File: src/rtl/overlap_sched.sv
// Block-granular two-channel scheduler feeding a shared overlap datapath.
// Round-robin grant per block, one-deep output register, per-channel sequence tags.
module overlap_sched #(
    parameter int WIDTH     = 65,
    parameter int BLOCK_LEN = 36
) (
    input  logic             clk,
    input  logic             reset,
    input  logic [WIDTH-1:0] ch0_pcmSample,
    input  logic [WIDTH-1:0] ch1_pcmSample,
    input  logic             ch0_valid,
    input  logic             ch1_valid,
    output logic             ch0_ready,
    output logic             ch1_ready,
    input  logic             ch0_restart,
    input  logic             ch1_restart,
    output logic [1:0]       out_firstSequence,
    output logic [WIDTH-1:0] out_pcmSample,
    output logic             out_valid,
    input  logic             out_ready,
    output logic [1:0]       grant,
    output logic             busy
);

    localparam int CW = (BLOCK_LEN > 1) ? $clog2(BLOCK_LEN) : 1;
    localparam logic [CW-1:0] LAST = CW'(BLOCK_LEN - 1);

    typedef enum logic {S_IDLE, S_BURST} state_t;

    state_t           r_state, w_state_nxt;
    logic [CW-1:0]    r_count, w_count_nxt;
    logic [1:0]       r_grant, w_grant_nxt;
    logic             r_last, w_last_nxt;
    logic [1:0]       r_first, w_first_nxt;
    logic             r_blk_first, w_blk_first_nxt;
    logic             r_rst_pend, w_rst_pend_nxt;

    logic             w_sel;
    logic             w_pick;
    logic             w_vsel;
    logic             w_own_rst;
    logic             w_rdy;
    logic             w_acc;
    logic             w_done;
    logic [WIDTH-1:0] w_sample;

    always_comb begin
        w_sel     = r_grant[1];
        w_sample  = w_sel ? ch1_pcmSample : ch0_pcmSample;
        w_vsel    = w_sel ? ch1_valid : ch0_valid;
        w_own_rst = w_sel ? ch1_restart : ch0_restart;
        w_rdy     = (r_state == S_BURST) && (!out_valid || out_ready);
        w_acc     = w_rdy && w_vsel;
        w_done    = w_acc && (r_count == LAST);
        ch0_ready = w_rdy && r_grant[0];
        ch1_ready = w_rdy && r_grant[1];
        grant     = r_grant;
        busy      = (r_state == S_BURST);
    end

    always_comb begin
        w_state_nxt     = r_state;
        w_count_nxt     = r_count;
        w_grant_nxt     = r_grant;
        w_last_nxt      = r_last;
        w_blk_first_nxt = r_blk_first;
        w_rst_pend_nxt  = r_rst_pend;
        w_pick          = 1'b0;
        w_first_nxt     = r_first | {ch1_restart, ch0_restart};
        unique case (r_state)
            S_IDLE: begin
                if (ch0_valid || ch1_valid) begin
                    // r_last = 1 means ch1 owned the previous block
                    w_pick = (ch0_valid && ch1_valid) ? !r_last : ch1_valid;
                    w_grant_nxt = w_pick ? 2'b10 : 2'b01;
                    w_blk_first_nxt = w_pick ? (r_first[1] | ch1_restart)
                                             : (r_first[0] | ch0_restart);
                    w_rst_pend_nxt = 1'b0;
                    w_count_nxt = '0;
                    w_state_nxt = S_BURST;
                end
            end
            S_BURST: begin
                if (w_own_rst) begin
                    w_rst_pend_nxt = 1'b1;
                end
                if (w_acc) begin
                    if (w_done) begin
                        // a restart seen during this burst survives completion
                        w_first_nxt[w_sel] = r_rst_pend | w_own_rst;
                        w_last_nxt  = w_sel;
                        w_grant_nxt = 2'b00;
                        w_count_nxt = '0;
                        w_state_nxt = S_IDLE;
                    end else begin
                        w_count_nxt = r_count + 1'b1;
                    end
                end
            end
            default: begin
                w_state_nxt = S_IDLE;
            end
        endcase
    end

    always_ff @(posedge clk or negedge reset) begin
        if (!reset) begin
            r_state     <= S_IDLE;
            r_count     <= '0;
            r_grant     <= 2'b00;
            r_last      <= 1'b1;
            r_first     <= 2'b11;
            r_blk_first <= 1'b0;
            r_rst_pend  <= 1'b0;
        end else begin
            r_state     <= w_state_nxt;
            r_count     <= w_count_nxt;
            r_grant     <= w_grant_nxt;
            r_last      <= w_last_nxt;
            r_first     <= w_first_nxt;
            r_blk_first <= w_blk_first_nxt;
            r_rst_pend  <= w_rst_pend_nxt;
        end
    end

    always_ff @(posedge clk or negedge reset) begin
        if (!reset) begin
            out_valid         <= 1'b0;
            out_pcmSample     <= '0;
            out_firstSequence <= 2'b00;
        end else if (w_acc) begin
            out_valid         <= 1'b1;
            out_pcmSample     <= w_sample;
            out_firstSequence <= {(r_count == '0), r_blk_first};
        end else if (out_ready) begin
            out_valid         <= 1'b0;
        end
    end

endmodule

File: config.mk
export PLATFORM = sky130hd
export DESIGN_NAME = overlap_sched
export DESIGN_NICKNAME = d
export VERILOG_FILES = /design/src/rtl/overlap_sched.sv
export SDC_FILE = /design/constraint.sdc
export NUM_CORES = 1
export LEC_CHECK = 0
export BUFFER_PORTS_ARGS = -buffer_cell sky130_fd_sc_hd__buf_2
export CAP_MARGIN = 20
export CORE_UTILIZATION = 40
export CTS_BUF_LIST = sky130_fd_sc_hd__clkbuf_8
export DETAILED_ROUTE_END_ITERATION = 8
export PLACE_DENSITY = 0.73
export SLEW_MARGIN = 20
export SYNTH_ARGS = -nofsm -noshare
export SYNTH_HDL_FRONTEND = slang
export SYNTH_SLANG_ARGS = --single-unit
File: constraint.sdc
create_clock -name clk -period 4.7 [get_ports clk]
set_input_delay 0.705 -clock clk [delete_from_list [all_inputs] [get_ports clk]]
set_output_delay 0.705 -clock clk [all_outputs]
set_load 0.02 [all_outputs]
==> results_dict.tcl, run 1 <==
set metrics [dict create \
    routedLengthMet1_mm 3.87 \
    floorplan.initialDensity_pct 41.7 \
    grt_first_pass_wirelength_mm 14.5 \
    synth_compound_area_share_pct 12.3 \
    nNetsFinal 706 \
    wl_mm 9.25 \
    tns_ns 0 \
    io-pin-count 210 \
    finClkSkew_ns 0.0100 \
    postCtsSetupBuffers 0 \
    timing_worst_setup_path_type "flip-flop to flip-flop" \
    synth_cell_types 35 \
    cts_buffers 9 \
    count_of_tritonroute_iterations_in_the_first_routing_pass 4 \
    dr_wl_met3_um 578 \
    number_of_global_route_vias_before_repair 3159 \
    synth-edff-count 0 \
    max_freq_mhz 372 \
    critical_path.startpoint_type "flip-flop" \
    met2_wirelength_mm 4.66 \
    yosys.area_share.xor_xnor_pct 0.225 \
    share_of_cells_above_drive_strength_1_pct 42.3 \
    timing_max_transition_violations_final 0 \
    max_slew.worst_pin.slew_ns 0.898 \
    gp_congestion 0.791 \
    fp.coreArea_um2 9330 \
    dominant_combinational_cell_family_by_area_after_synthesis "multiplexers" \
    cp_data_required_time_ns 4.96 \
    area_growth_syn_to_layout_pct 33.2 \
    buffer_ports.inserted 209 \
    register_area_um2 2060 \
    synth_simple_gate_area_share_pct 11.3 \
    setup_viol 0 \
    pleak_nw 2.75 \
    power_per_cell_area_nw_per_um2 579 \
    final_critical_path_time_including_i_o_delays_and_setup_ns 2.69 \
    holdBufCountCts 0 \
    detail_route.iter0.violations 59 \
    yosys.area_share.adder_pct 0.644 \
    outcome "finished clean" \
    die_h_um 101 \
    antenna_left 0 \
    routed_wl_per_cell_um 13.2 \
    clk_latency_ns 0.34 \
    total_number_of_vias 3321 \
    cts.clk_slew.worst_paths_ns 0.08 \
    cts.repair.resized 0 \
    ys_warnings 0 \
    worst_path_arrival_time_ns 2.95 \
    synth_area_um2 3890 \
    antenna_found_initial 0 \
    synth.area.mux_share_pct 17.9 \
    global_route.usage.total_pct 18.4 \
    finalHoldViolCount 0 \
    share_of_the_clock_period_used_by_the_worst_path_pct 57.2 \
    synthesis.instances 370 \
    grt_max_degree 87 \
    rsz0062_at_grt "false" \
    die-width_um 101 \
    detailedPlacementHpwl_mm 6.95 \
    layout.filler_cells 893 \
    share_of_synthesized_area_occupied_by_flip_flops_and_latches_pct 52.9 \
    max_slew_margin_pct 40.1 \
    worst_hold_slack_ns 0.369 \
    crit_path_max_fanout 86 \
    cts.root.buffer_cell "clkbuf_8" \
    vdd_ir_drop_max_mv 0.251 \
    mappedNetlistNets 509 \
    multi_input_comb_area_um2 1660 \
    setup.worst_path.end_class "flip-flop" \
    antenna_cells 0 \
    floorplan.die_area_um2 10100 \
    avgViaCountPerCell 4.74 \
    clock_path_buffers 2 \
    worst_hold_path_type "input pin to async pin" \
    post_synth.cell_area_avg_um2 10.5 \
    tritoncts_clock_tree "done" \
    cts_num_sinks 82 \
    ys.flop_type "dfrtp_1" \
    drv_cap 0 \
    route.detailed.drc 0 \
    top_layer_used "met4" \
    globalRoute.totalOverflow 0 \
    cts-htree-levels 3 \
    async_reset_ff_share_pct 100 \
    rows 35 \
    yosys_register_bits 82 \
]
[worst max-delay path, stage by stage, from the launching register on]
cell and delay (ns):
dfrtp_4 0.78, mux2_4 0.38, nand3_4 0.64, buf_4 0.56, nand2_1 0.11, o21ai_1 0.09
[cells by family (layout without fill, tap and decap cells)]
logic type,count (synthesis),count (layout)
AO/OA/AOI/OAI,82,82
XOR/XNOR,1,1
adder cells (fa/ha/maj),2,2
buffers and inverters,31,233
flip-flops,82,82
multiplexers,69,69
AND/OR/NAND/NOR,103,103
[layer usage]
metal,vias to the layer above,GRT usage (%)
li1,1673,-
met1,1494,21.7
met4,0,6.58
met2,142,32.9
met3,12,4.02
met5,-,0
[synth_stat cells (all sizes together), types with 2 or more instances]
cell	number	area share (%)
nand4	2	0.32
nand2	75	7.2
a21o	2	0.39
nand4b	2	0.45
nor2	8	0.77
buf	17	3.4
clkbuf	8	0.77
nor3	3	0.51
inv	6	0.58
a31o	2	0.45
a21oi	2	0.26
ha	2	0.64
mux2i	68	18
a211oi	2	0.39
nand3	6	0.90
and3	4	0.64
o21ai	70	10
dfrtp	79	51
dfstp	3	2.0
[placed cells by master, fill, tap and decap left out, types with 2 or more instances in the layout]
cell type,instances
a31o_1,2
dfstp_2,3
o21ai_1,57
inv_1,8
dfrtp_1,78
nor3_1,2
buf_4,2
nand3_1,5
nand4_1,2
nand2_1,75
o21ai_2,10
mux2i_1,68
a211oi_1,2
nor2_1,8
and3_1,4
nand4b_1,2
bufinv_16,2
o21ai_0,3
clkbuf_8,9
ha_1,2
a21oi_1,2
a21o_1,2
buf_2,208
[layout make-up]
type / count / area share, %
inverters: 6 / 0.435
flip-flops and latches: 82 / 39.8
well taps: 129 / 3.12
clock buffers: 9 / 2.39
repair buffers: 211 / 20.6
multi-input cells: 257 / 32.0
clock inverters: 7 / 1.69
[report_power, final]
part / internal (mW) / leakage, nW / total, mW / switching [mW]
Combinational: 0.474 / 1.64 / 1.28 / 0.802
Sequential: 0.985 / 1.00 / 1.18 / 0.191
Clock: 0.295 / 0.113 / 0.543 / 0.248
[state kept, by name (all words and copies together) (netlist names)]
signal	flops
out_pcmSample	65
r_count	6
grant	2
out_firstSequence	2
r_first	2
busy	1
out_valid	1
r_blk_first	1
r_last	1
r_rst_pend	1
[worst paths after layout]
check / cells past startpoint / start / slack [ns] / to
max reg2reg: 5 / grant[1]$_DFFE_PN0P_ / 2.01 / out_pcmSample[39]$_DFFE_PN0P_
min in group clk: 2 / out_firstSequence[1]$_DFFE_PN0P_ / 0.47 / out_firstSequence[1]$_DFFE_PN0P_
min: 1 / reset / 0.37 / out_valid$_DFFE_PN0P_
max in group asynchronous: 1 / reset / 3.72 / grant[1]$_DFFE_PN0P_
max: 5 / grant[1]$_DFFE_PN0P_ / 2.01 / out_pcmSample[39]$_DFFE_PN0P_
min reg2reg: 2 / out_firstSequence[1]$_DFFE_PN0P_ / 0.47 / out_firstSequence[1]$_DFFE_PN0P_
[through the flow]
stage / util [%] / power, mW / cells / cell area (um^2) / setup WS, ns
2_1_floorplan: - / 2.04 / 370 / 3890 / 2.65
3_3_place_gp: 53.2 / 2.45 / 685 / 4960 / 2.05
3_5_place_dp: 53.2 / 2.48 / 685 / 4960 / 1.98
4_1_cts: 55.5 / 3.03 / 701 / 5170 / 1.98
5_1_grt: 55.5 / 3.20 / 701 / 5180 / 1.75
6_report: 55.5 / 3.00 / 701 / 5180 / 2.01
Note: power is estimated with default switching activity, not from simulation.
==> run 2: changes to the inputs <==
clock period = 2.7 ns   (was 4.7 ns; I/O delays follow)
==> run 2 against run 1 <==
Against the previous run: clock skew rose by 0.0021 ns; routed wire length rose by 0.93%; design area rose by 1.5%; via count is 0.21% higher; combinational power increased by 79%; first-iteration DRC count is 69% higher; sequential share of layout area fell by 0.60 points; register-to-register slack got worse by 1.2 ns; clock-buffer cell count up 1; core utilization grew 0.84 points; largest power group unchanged.
==> results_dict.tcl, run 2 (synthesis results as in run 1) <==
set metrics [dict create \
    cts.repair.resized 0 \
    final_critical_path_time_including_i_o_delays_and_setup_ns 1.90 \
    setup_viol 0 \
    rsz0062_at_grt "false" \
    largest-register "out_pcmSample" \
    worst_hold_path_type "input pin to flip-flop" \
    avgViaCountPerCell 4.70 \
    seqPwrFrac_pct 38.0 \
    cp_data_required_time_ns 2.94 \
    share_of_cells_above_drive_strength_1_pct 43.4 \
    max_freq_mhz 526 \
    total_number_of_vias 3328 \
    p_int_mw 3.12 \
    floorplan.die_area_um2 10100 \
    buffer_ports.inserted 209 \
    critical_path.cell_chain "mux2_4 > nand3_4 > or2_1 > a31o_1" \
    post_dp_cell_area_um2 5020 \
    outcome "finished clean" \
    power.share.combinational_pct 43.3 \
    crit_path_max_fanout 34 \
    cts.root.buffer_cell "clkbuf_8" \
    antenna_found_initial 0 \
    power_per_cell_area_nw_per_um2 1010 \
    routed_wl_per_cell_um 13.2 \
    cp_slowest_stage_delay_ns 0.60 \
    finalHoldViolCount 0 \
    power_mw 5.29 \
    most-common-layout-cells "buf_2, dfrtp_1, nand2_1" \
    clk_pwr_share_pct 18.6 \
    top_regs "out_pcmSample: 65 flops, r_count: 6 flops" \
    vdd_ir_drop_max_mv 0.448 \
    rows 35 \
    global_route.usage.total_pct 18.9 \
    pleak_nw 2.78 \
    finClkSkew_ns 0.0122 \
    setup.worst_path.end_class "flip-flop" \
    finalInstanceArea_um2 5260 \
    antenna_left 0 \
    clock_path_buffers 2 \
    detailedPlacementHpwl_mm 7.33 \
    grt_max_degree 55 \
    number_of_global_route_vias_before_repair 3166 \
    timing_max_transition_violations_final 0 \
    area_growth_syn_to_layout_pct 35.2 \
    layout.filler_cells 832 \
    share_of_the_clock_period_used_by_the_worst_path_pct 70.3 \
    dp_slack_ns 0.803 \
    timing_worst_setup_path_type "flip-flop to flip-flop" \
    clk_latency_ns 0.35 \
    fp.coreArea_um2 9330 \
    mostFrequentLayoutCell "buf_2" \
    tns_ns 0 \
    floorplan.initialDensity_pct 41.7 \
    max_slew_margin_pct 65.4 \
    antenna_cells 0 \
    cp.buffers_inverters 0 \
    cp_top_family "simple AND/OR/NAND/NOR gates" \
    final.setup.worst_slack_ns 0.801 \
    power.switching_mw 2.18 \
    power.share.switching_pct 41.1 \
    gp_congestion 0.746 \
    critical_path.startpoint_type "flip-flop" \
    cts-htree-levels 3 \
    cts.clk_slew.worst_paths_ns 0.09 \
    cts_num_sinks 82 \
    drv_cap 0 \
    wl_mm 9.34 \
    final_core_util_pct 56.4 \
    nNetsFinal 713 \
    critical_path.slowest_cell "dfrtp_4" \
    globalRoute.totalOverflow 0 \
    count_of_tritonroute_iterations_in_the_first_routing_pass 4 \
    worst_path_arrival_time_ns 2.13 \
    tritoncts_clock_tree "done" \
    die-width_um 101 \
    cts_buffers 9 \
    grt_first_pass_wirelength_mm 14.8 \
    number_of_flip_flops_in_the_largest_register 65 \
    die_h_um 101 \
    route.detailed.drc 0 \
    io-pin-count 210 \
    max_slew.worst_pin.slew_ns 0.519 \
    detail_route.iter0.violations 100 \
]
run 2: path summary, 6_finish.rpt:
| check | start | endpoint | slack [ns] | cells after the start |
|---|---|---|---|---|
| min reg2reg | out_firstSequence[1]$_DFFE_PN0P_ | out_firstSequence[1]$_DFFE_PN0P_ | 0.47 | 2 |
| min | ch0_pcmSample[50] | out_pcmSample[50]$_DFFE_PN0P_ | 0.31 | 3 |
| max reg2reg | grant[1]$_DFFE_PN0P_ | grant[1]$_DFFE_PN0P_ | 0.80 | 4 |
| max in group asynchronous | reset | out_pcmSample[12]$_DFFE_PN0P_ | 1.48 | 3 |
| min in group asynchronous | reset | r_count[4]$_DFFE_PN0P_ | 0.52 | 2 |
| max | grant[1]$_DFFE_PN0P_ | grant[1]$_DFFE_PN0P_ | 0.80 | 4 |
run 2: final cells by class:
class / count / area, um^2 / area share (%)
Tap cell: 129 / 161 / 3.07
Sequential cell: 82 / 2060 / 39.2
Clock inverter: 6 / 88.8 / 1.69
Clock buffer: 10 / 138 / 2.62
Timing Repair Buffer: 218 / 1130 / 21.5
Inverter: 6 / 22.5 / 0.428
Multi-Input combinational cell: 257 / 1660 / 31.5
run 2: worst min-delay path: stages:
cell and delay [ns]:
buf_2 0.07, mux2i_1 0.05, o21ai_1 0.10
run 2: power groups by stage:
stage          Clock, mW  Combinational [mW]  Sequential, mW
3_5_place_dp           0                2.33            2.03
2_1_floorplan          0               0.989            2.56
4_1_cts             1.02                2.33            2.02
6_report           0.986                2.29            2.01
3_3_place_gp           0                2.27            2.01
5_1_grt             1.07                2.51            2.08
run 2: routing by layer:
layer / part of all wire (%) / vias up / GRT usage, %
met4: 1.1 / 0 / 6.91
li1: - / 1693 / -
met3: 6.4 / 9 / 5.06
met5: 0 / - / 0
met1: 41 / 1503 / 22.1
met2: 51 / 123 / 33.5
run 2: per-stage QoR:
step / cells / hold slack, ns
after floorplan: 370 / 0.109
after global placement: 691 / 0.357
after detailed placement: 691 / 0.361
after CTS: 708 / 0.299
after global routing: 708 / 0.312
final: 708 / 0.312
run 2: timing repair:
item	4_1_cts	5_1_grt
endpoints found under the hold margin	25	0
setup endpoints to repair	0	0
setup buffers	0	0
hold buffers	1	0
==> run 3: changes to the inputs <==
ABC_AREA = 1   (was default)
PLACE_DENSITY = 0.74   (was 0.73)
clock period = 1.53 ns   (was 2.7 ns; I/O delays follow)
==> run 3 against run 2 <==
Against the previous run: die area is 8.6% higher; clock power is 77% higher; area after synthesis grew 8.8%; non-clock buffer count grew 19; clock-buffer cell count rose by 1; core utilization is 1.1 points higher; clock skew about the same; routed wire length grew 30%; total power rose to 2.6 times the previous value; setup slack lost 0.76 ns; sequential power is 92% higher; register-to-register slack got worse by 0.74 ns; critical path type is now flip-flop to output pin.
==> results_dict.tcl, run 3 <==
set metrics [dict create \
    outcome "finished clean" \
    clock_path_buffers 2 \
    avgViaCountPerCell 5.00 \
    pleak_nw 3.02 \
    wl_mm 12.2 \
    layout.filler_cells 911 \
    worst_path_arrival_time_ns 1.26 \
    grt_max_degree 83 \
    share_of_cells_above_drive_strength_1_pct 46.7 \
    detailedPlacementHpwl_mm 7.70 \
    globalRoute.totalOverflow 0 \
    power.share.switching_pct 45.7 \
    gp_congestion 0.805 \
    finClkSkew_ns 0.0122 \
    antenna_found_initial 0 \
    crit_path_max_fanout 5 \
    synthesis.instances 467 \
    floorplan.initialDensity_pct 41.1 \
    global_route.usage.total_pct 21.3 \
    netlist_top_cells_count "nor2_1, nand2_1, dfrtp_1, o31ai_2, inv_1" \
    cts.root.buffer_cell "clkbuf_8" \
    synthDominantAreaCellType "dfrtp_1" \
    tritoncts_clock_tree "done" \
    number_of_flip_flops_in_the_largest_register 65 \
    worst_hold_slack_ns 0.170 \
    ys_top_cells_by_area "dfrtp_1, o31ai_2, nor2_1, nand2_1, buf_6" \
    max_slew_margin_pct 67.8 \
    placed_cells_incl_taps 792 \
    critical_path.startpoint_type "flip-flop" \
    total_number_of_vias 4132 \
    share_of_synthesized_area_occupied_by_flip_flops_and_latches_pct 48.6 \
    synth_area_um2 4230 \
    max_freq_mhz 671 \
    synth-edff-count 0 \
    tns_ns 0 \
    largest-register "out_pcmSample" \
    routed_wl_per_cell_um 14.7 \
    most_used_standard_cell_by_instance_count_after_synthesis "nor2_1" \
    seqPwrFrac_pct 28.3 \
    top_regs "out_pcmSample: 65 flops, r_count: 6 flops" \
    final_critical_path_time_including_i_o_delays_and_setup_ns 1.49 \
    die-width_um 105 \
    antenna_cells 0 \
    rows 37 \
    nNetsFinal 824 \
    yosys_register_bits 82 \
    cts_num_sinks 82 \
    cts_buffers 9 \
    max_slew.worst_pin.slew_ns 0.482 \
    setup.worst_path.end_class "output pin" \
    count_of_tritonroute_iterations_in_the_first_routing_pass 4 \
    finalHoldViolCount 0 \
    post_synth.cell_area_avg_um2 9.05 \
    area_growth_syn_to_layout_pct 39.7 \
    synth_top_cell_area_share_pct 46.8 \
    route.detailed.drc 0 \
    buffer_ports.inserted 209 \
    worst_hold_path_type "input pin to flip-flop" \
    cp_data_required_time_ns 1.30 \
    fp.coreArea_um2 10300 \
    fin_cells 826 \
    mostFrequentLayoutCell "buf_2" \
    top_layer_used "met4" \
    ys.flop_type "dfrtp_1" \
    most-common-layout-cells "buf_2, nor2_1, nand2_1" \
    met2_wirelength_mm 5.95 \
    power.share.combinational_pct 58.8 \
    clk_latency_ns 0.34 \
    share_of_the_clock_period_used_by_the_worst_path_pct 97.4 \
    power_mw 13.6 \
    async_reset_ff_share_pct 100 \
    dr_wl_met3_um 672 \
    drv_cap 0 \
    number_of_global_route_vias_before_repair 4094 \
    setup_viol 0 \
    power_per_cell_area_nw_per_um2 2300 \
    cts-htree-levels 3 \
    timing_worst_setup_path_type "flip-flop to output pin" \
    cts.clk_slew.worst_paths_ns 0.09 \
    antenna_left 0 \
    synth_cell_types 25 \
    p_int_mw 7.39 \
    ys_warnings 0 \
    die_h_um 105 \
    floorplan.die_area_um2 11000 \
    power.switching_mw 6.22 \
    routedLengthMet1_mm 5.37 \
    io-pin-count 210 \
    mappedNetlistNets 606 \
    detail_route.iter0.violations 299 \
    timing_max_transition_violations_final 0 \
    rsz0062_at_grt "true" \
    grt_first_pass_wirelength_mm 18.8 \
    clk_pwr_share_pct 12.9 \
    vdd_ir_drop_max_mv 1.28 \
]
-- run 3: cell count changes in the layout (fill, tap and decap cells not counted), moves of 4 or more --
cell / previous run / this run
o21ai_2: 10 / 0
o31ai_2: 0 / 60
o21ai_1: 57 / 3
inv_1: 5 / 15
o21ai_0: 3 / 10
nand2_1: 75 / 97
mux2i_1: 68 / 0
o31ai_1: 1 / 5
and3_1: 4 / 0
nor2_1: 8 / 141
buf_4: 8 / 17
-- run 3: final cells by class --
cell class	count	area, um^2	share of cell area (%)
repair buffers	237	1450	24.6
well taps	136	170	2.88
clock inverters	5	71.3	1.21
flip-flops and latches	82	2060	34.8
multi-input cells	340	1940	32.8
clock buffers	11	151	2.56
inverters	15	63.8	1.08
-- run 3: routing by layer --
metal,vias up,GRT usage [%]
met1,1988,26.8
li1,1970,-
met2,159,36.8
met3,15,3.68
met5,-,0
met4,0,7.55
-- run 3: timing repair --
action | 4_1_cts | 5_1_grt
pin swaps | 1 | 2
gates resized for setup | 2 | 18
hold buffers | 1 | 0
cloned | 1 | 5
hold endpoints to repair | 79 | 0
buffers inserted | 1 | 10
endpoints found under the setup margin | 3 | 69
-- run 3: power groups by stage --
stage / sequential (mW) / combinational (mW) / clock (mW)
3_3_place_gp: 3.83 / 6.76 / 0
5_1_grt: 3.96 / 8.66 / 1.91
4_1_cts: 3.84 / 7.18 / 1.81
6_report: 3.85 / 8.00 / 1.75
3_5_place_dp: 3.86 / 6.96 / 0
2_1_floorplan: 4.95 / 4.01 / 0
-- run 3: path summary, 6_finish.rpt --
kind | startpoint | end | slack (ns) | cells past startpoint
max reg2reg | grant[1]$_DFFE_PN0P_ | out_pcmSample[49]$_DFFE_PN0P_ | 0.06 | 6
max | grant[1]$_DFFE_PN0P_ | ch1_ready | 0.04 | 4
max in group asynchronous | reset | grant[1]$_DFFE_PN0P_ | 0.66 | 3
min reg2reg | r_last$_DFFE_PN1P_ | r_last$_DFFE_PN1P_ | 0.47 | 2
min in group asynchronous | reset | out_pcmSample[31]$_DFFE_PN0P_ | 0.42 | 3
min | ch0_pcmSample[14] | out_pcmSample[14]$_DFFE_PN0P_ | 0.17 | 3
-- run 3: stage by stage --
stage	setup WS, ns	utilization (%)	cell area (um^2)
4_1_cts	-0.0704	55.1	5660
2_1_floorplan	0.0368	-	4230
3_3_place_gp	0.165	52.3	5380
3_5_place_dp	0.0932	52.3	5380
5_1_grt	-0.0288	57.5	5910
6_report	0.0403	57.5	5910
-- run 3: critical path: stages (launching register included) --
cell and delay (ns):
dfrtp_2 0.46, clkinv_4 0.09, buf_16 0.13, nor2_1 0.10, buf_4 0.14
-- run 3: cell families after synthesis --
kind of cell               after synthesis  synth area share, %
xor gates and xnor gates                 3                0.622
DFF                                     82                 48.6
and+or+nand+nor                        252                 22.8
adders and majority gates                2                0.592
buffers and inverters                   45                 6.19
AOI/OAI and AO/OA                       83                 21.2
